### config.mk
export PLATFORM = sky130hd
export DESIGN_NAME = prox_indicator
export DESIGN_NICKNAME = d
export VERILOG_FILES = /design/src/rtl/prox_pkg.sv /design/src/rtl/prox_channel.sv /design/src/rtl/prox_indicator.sv
export SDC_FILE = /design/constraint.sdc
export NUM_CORES = 1
export LEC_CHECK = 0
export CORE_MARGIN = 2
export CORE_UTILIZATION = 65
export DETAILED_ROUTE_END_ITERATION = 8
export GPL_ROUTABILITY_DRIVEN = 1
export MAX_ROUTING_LAYER = met4
export PLACE_DENSITY = 0.89
export SYNTH_ARGS = -nofsm -noshare
export SYNTH_HDL_FRONTEND = slang
export SYNTH_SLANG_ARGS = --single-unit
export TNS_END_PERCENT = 50
### constraint.sdc
create_clock -name clk -period 13.2 [get_ports clk]
set_input_delay 3.96 -clock clk [delete_from_list [all_inputs] [get_ports clk]]
set_output_delay 3.96 -clock clk [all_outputs]
set_load 0.1 [all_outputs]
### src/rtl/prox_pkg.sv
// Shared types and helpers for the proximity indicator channels.
package prox_pkg;

  // Channel classification. STALE is the reset state.
  typedef enum logic [1:0] {
    STALE = 2'd0,
    FAR   = 2'd1,
    NEAR  = 2'd2
  } prox_state_t;

  // Widest duration word the half-period helper accepts.
  localparam int unsigned MAX_DUR_W = 64;

  // Blink half-period: duration scaled down by the shift, never below one cycle.
  function automatic logic [MAX_DUR_W-1:0] half_period(
    input logic [MAX_DUR_W-1:0] dur,
    input int unsigned          shift
  );
    logic [MAX_DUR_W-1:0] h;
    h = dur >> shift;
    if (h == '0) h = MAX_DUR_W'(1);
    return h;
  endfunction

endpackage

### src/rtl/prox_channel.sv
// One proximity channel: NEAR/FAR/STALE classifier with hysteresis,
// a no-measurement timeout and a distance-proportional LED blinker.
module prox_channel
  import prox_pkg::*;
#(
  parameter int unsigned DUR_W        = 32,
  parameter int unsigned NEAR_THRESH  = 3500,
  parameter int unsigned FAR_THRESH   = 4200,
  parameter int unsigned BLINK_SHIFT  = 4,
  parameter int unsigned STALE_CYCLES = 1_000_000,
  parameter bit          ACTIVE_LOW   = 1'b1
) (
  input  logic             clk,
  input  logic             rst,
  input  logic             meas_valid,
  input  logic [DUR_W-1:0] meas_dur,
  output logic             led_out,
  output logic             near,
  output logic             stale
);

  localparam int unsigned      TMR_W   = $clog2(STALE_CYCLES + 1);
  localparam logic [TMR_W-1:0] TMR_MAX = TMR_W'(STALE_CYCLES);
  localparam logic [DUR_W-1:0] NEAR_T  = DUR_W'(NEAR_THRESH);
  localparam logic [DUR_W-1:0] FAR_T   = DUR_W'(FAR_THRESH);

  prox_state_t      state_q, state_d;
  logic [TMR_W-1:0] tmr_q, tmr_d;
  logic [DUR_W-1:0] dur_q, dur_d;
  logic [DUR_W-1:0] bc_q, bc_d;
  logic             lit_q, lit_d;
  logic [DUR_W-1:0] half;

  // Next-state: classification, timeout and blink phase for the coming cycle.
  always_comb begin
    // NOTE: every combinational output gets a default first so no path
    // leaves it unassigned; otherwise synthesis infers a latch.
    state_d = state_q;
    tmr_d   = tmr_q;
    dur_d   = dur_q;
    lit_d   = 1'b0;
    bc_d    = '0;
    // Half-period comes from the latched duration, so a fresh measurement
    // takes effect for the blink compare one cycle after it arrives.
    half    = DUR_W'(half_period(MAX_DUR_W'(dur_q), BLINK_SHIFT));

    if (meas_valid) begin
      // A measurement always wins over a simultaneous timeout.
      dur_d = meas_dur;
      tmr_d = '0;
      if (meas_dur < NEAR_T)       state_d = NEAR;
      else if (meas_dur >= FAR_T)  state_d = FAR;
      else if (state_q == STALE)   state_d = FAR;  // band from STALE has no history
    end else begin
      if (tmr_q != TMR_MAX) tmr_d = tmr_q + TMR_W'(1);
      if (tmr_d == TMR_MAX) state_d = STALE;
    end

    if (state_d == NEAR) begin
      if (state_q != NEAR) begin
        lit_d = 1'b1;
      end else if (bc_q >= half - DUR_W'(1)) begin
        // Also catches bc overshooting a freshly shortened half-period.
        lit_d = ~lit_q;
      end else begin
        lit_d = lit_q;
        bc_d  = bc_q + DUR_W'(1);
      end
    end
  end

  // State and registered outputs, asynchronously cleared by rst.
  always_ff @(posedge clk or posedge rst) begin
    // NOTE: sequential state uses non-blocking assignments so every register
    // samples pre-edge values regardless of statement order.
    if (rst) begin
      state_q <= STALE;
      tmr_q   <= '0;
      dur_q   <= '0;
      bc_q    <= '0;
      lit_q   <= 1'b0;
      led_out <= ACTIVE_LOW;
      near    <= 1'b0;
      stale   <= 1'b1;
    end else begin
      state_q <= state_d;
      tmr_q   <= tmr_d;
      dur_q   <= dur_d;
      bc_q    <= bc_d;
      lit_q   <= lit_d;
      led_out <= lit_d ^ ACTIVE_LOW;
      near    <= (state_d == NEAR);
      stale   <= (state_d == STALE);
    end
  end

endmodule

### src/rtl/prox_indicator.sv
// Multi-channel proximity indicator: N_CH independent prox_channel instances
// fed from a packed duration bus.
module prox_indicator
  import prox_pkg::*;
#(
  parameter int unsigned N_CH         = 2,
  parameter int unsigned DUR_W        = 32,
  parameter int unsigned NEAR_THRESH  = 3500,
  parameter int unsigned FAR_THRESH   = 4200,
  parameter int unsigned BLINK_SHIFT  = 4,
  parameter int unsigned STALE_CYCLES = 1_000_000,
  parameter bit          ACTIVE_LOW   = 1'b1
) (
  input  logic                  clk,
  input  logic                  rst,
  input  logic [N_CH-1:0]       meas_valid,
  input  logic [N_CH*DUR_W-1:0] meas_dur,
  output logic [N_CH-1:0]       led_out,
  output logic [N_CH-1:0]       near,
  output logic [N_CH-1:0]       stale
);

  // Reject parameter sets the channel logic cannot honour.
  if (FAR_THRESH < NEAR_THRESH) begin : g_bad_thresh
    $error("prox_indicator: FAR_THRESH must be >= NEAR_THRESH");
  end
  if (STALE_CYCLES < 2) begin : g_bad_stale
    $error("prox_indicator: STALE_CYCLES must be >= 2");
  end
  if (DUR_W > MAX_DUR_W) begin : g_bad_width
    $error("prox_indicator: DUR_W exceeds the half-period helper width");
  end

  for (genvar i = 0; i < N_CH; i++) begin : g_ch
    prox_channel #(
      .DUR_W       (DUR_W),
      .NEAR_THRESH (NEAR_THRESH),
      .FAR_THRESH  (FAR_THRESH),
      .BLINK_SHIFT (BLINK_SHIFT),
      .STALE_CYCLES(STALE_CYCLES),
      .ACTIVE_LOW  (ACTIVE_LOW)
    ) u_ch (
      .clk       (clk),
      .rst       (rst),
      .meas_valid(meas_valid[i]),
      .meas_dur  (meas_dur[i*DUR_W +: DUR_W]),
      .led_out   (led_out[i]),
      .near      (near[i]),
      .stale     (stale[i])
    );
  end

endmodule

==> reports/qor.csv <==
metric;value;unit
yosysTopAreaCell;dfrtp_1;
finalPower;1.236;mW
place_ws;6614;ps
vias;8815;
layout.cells.non_filler;1421;
dr.pass1.iters;5;
cpPeakStageDelay;580;ps
port_buffers;69;
antenna_found_initial;0;
hold_buffers;0;
grt_pass1_wl;41950;µm
cts.path.max_buffers;2;
cts_buffers;17;
grt_use_met1;36.52;%
r2r_slack;6520;ps
initial_core_util;65.98;%
power_frac_comb;10.1;%
power.internal;921.6;µW
grt_pass1_vias;8824;
route.detailed.drc;0;
design_area;0.01228;mm²
synth.area.top_cells;dfrtp_1 39%, ha_1 8.3%, xor2_1 5.8%;
syn_area;0.01086;mm²
die_w;133.3;µm
cp_top_family;simple AND/OR/NAND/NOR gates;
fp.dieH;133.3;µm
post_cts_resized;0;
use_met3;7.496;%
postSynthAreaPerCell;9.564;µm²
final_common_cell;dfrtp_1;
cp_slowest_cell;or4_4;
grt_max_degree;105;
ys_seq_area_share;39.66;%
wire_per_inst;17.43;µm
ir_drop;0.09153;mV
slew_headroom;26.54;%
finalWirelength;24770;µm
syn_to_final_growth;13.04;%
io_pins;74;
rr_startpoint;g_ch[0].u_ch.dur_q[13]$_DFFE_PP0P_;
finalSetupViolCount;0;
crit_path_max_fanout;32;
initialDrtViolationCount;631;
grt_setup_unrepaired;no;
num_rows;47;
synth_top_area_share;38.70;%
worst_pin_slew;1102;ps
fmax;0.1497;GHz
cts_tree;done;
cp.arrival;7020;ps
drv_cap;0;
crit_start;g_ch[0].u_ch.dur_q[13]$_DFFE_PP0P_;
switchingPower;314.4;µW
critPathLaunchType;flip-flop;
grt_use_met2;48.42;%
async_flop_share;100.0;%
hp-class;flip-flop to flip-flop;
fin_skew;11.52;ps
viasPerCell;6.203;
clock_sinks;172;
placed_cell_area;0.01165;mm²
setup_tns;0;ps
final_nets;1328;
antenna_left;0;
post_cts_buffers;0;
power_frac_clock;43.4;%
grt.total_usage;29.82;%
path_class;flip-flop to flip-flop;
p_per_area;100.6;mW/mm²
core;0.01647;mm²
cp_data_required_time;13540;ps
min_period;6682;ps
synth-edff-count;0;
period_share;50.62;%
ys_warn_count;0;
crit_buf_inv;1;
slew_viol_final;0;
synth.distinct_cells;71;
status;finished clean;
fp.dieArea;0.01776;mm²
fin_ws;6518;ps
hold_viol;0;
grt_overflow;0;
insertion_delay;440;ps
diodes;0;
synth-seq-cells;172;
cts_max_level;4;
dp.cells;1389;
pwr-share-seq;46.5;%
drive_gt1_share;9.908;%
worstHoldStart;g_ch[1].u_ch.bc_q[0]$_DFF_PP0_;
crit_chain;or4_4 -> or3_4 -> or3_4 -> or4_4 -> nor3_2 -> a31oi_1 -> ha_1 -> nor3b_1 -> nand3_1 -> nor4_1 -> nor2b_1 -> xnor2_1 -> ha_1 -> nand3_1 -> a2bb2oi_1 -> a21oi_1 -> a2111oi_0 -> o21ai_0 -> and2_1 -> buf_4 -> nor3_1;
most-common-layout-cells;168 x dfrtp_1, 129 x nor2_1, 74 x nand2_1;
cts-root-buf;clkbuf_16;
dpl.hpwl;17250;µm
synth_cells;1136;
cts.clk_slew.worst_paths;70;ps
gp_congestion;0.9161;
leakagePower;4.881;nW
sw_frac_of_total;25.43;%
worstSetupEndpointType;flip-flop;
ys.flop_type;dfrtp_1;
top_usage_layer;met2;
## through the flow
stage,hold slack (ps),utilization (%)
3_5_place_dp,484.0,70.75
6_report,496.9,74.58
2_1_floorplan,443.1,-
4_1_cts,493.2,74.58
3_3_place_gp,471.9,70.75
5_1_grt,528.7,74.58
## per-layer routing
metal	routed length [µm]	share of wire (%)	up-vias
li1	-	-	4200
met1	10510	42	4345
met2	12420	50	206
met3	1234	5.0	64
met4	603	2.4	0
met5	0	0	-
## kinds of logic (layout without fill, tap and decap cells)
kind of cell,count (synthesis),count (layout),synth area share [%]
buf+inv,66,128,2.821
simple gates,485,485,23.28
flops,172,172,39.66
other cells,1,4,0.03452
compound gates,140,140,8.477
fa+ha+maj,72,72,8.292
xor+xnor,141,141,11.37
mux,59,59,6.069
## power by group through the flow
stage	Combinational, mW	Sequential, mW	Clock [mW]
after floorplan	0.0818	0.574	0
after global placement	0.117	0.581	0
after detailed placement	0.123	0.583	0
after CTS	0.125	0.573	0.543
after global routing	0.139	0.577	0.562
final	0.125	0.574	0.537
## synthesized netlist by cell type (9+ instances only)
master,count
ha_1,72
a21oi_1,35
nor2_1,129
and2_1,13
and4_1,11
clkbuf_1,23
nand2b_1,9
inv_1,22
mux2_2,55
o21ai_0,38
xor2_1,72
dfrtp_1,168
nor2b_1,9
nor3_1,57
nor4_1,25
nand4_1,41
nand2_1,74
and3_1,17
a2111oi_0,9
nand3_1,45
or4_1,11
xnor2_1,69
or3_1,11
## area by class of cell
| type | instances | area [µm²] |
|---|---|---|
| multi-input combinational | 901 | 6260 |
| sequential | 172 | 4309 |
| fill | 1109 | 4185 |
| timing repair buffer | 74 | 718.2 |
| clock buffer | 19 | 452.9 |
| tap | 220 | 275.3 |
| clock inverter | 13 | 177.7 |
| inverter | 22 | 87.58 |
## final timing paths
check / end / cells past startpoint
min in group asynchronous: g_ch[0].u_ch.tmr_q[17]$_DFF_PP0_ / 2
max in group asynchronous: g_ch[0].u_ch.bc_q[29]$_DFF_PP0_ / 3
worst min register to register: g_ch[1].u_ch.bc_q[0]$_DFF_PP0_ / 1
worst min-delay path: g_ch[1].u_ch.bc_q[0]$_DFF_PP0_ / 1
worst max-delay path: g_ch[0].u_ch.bc_q[16]$_DFF_PP0_ / 21
worst max register to register: g_ch[0].u_ch.bc_q[16]$_DFF_PP0_ / 21
## state kept, by name (all words and copies together), names as in the netlist
| name | count |
|---|---|
| g_ch.u_ch.bc_q | 64 |
| g_ch.u_ch.tmr_q | 40 |
| g_ch.u_ch.dur_q | 56 |
| g_ch.u_ch.lit_q | 2 |
| g_ch.u_ch.state_q | 4 |
| g_ch.u_ch.stale | 2 |
| g_ch.u_ch.led_out | 2 |
| g_ch.u_ch.near | 2 |
Note: power is estimated with default switching activity, not from simulation.
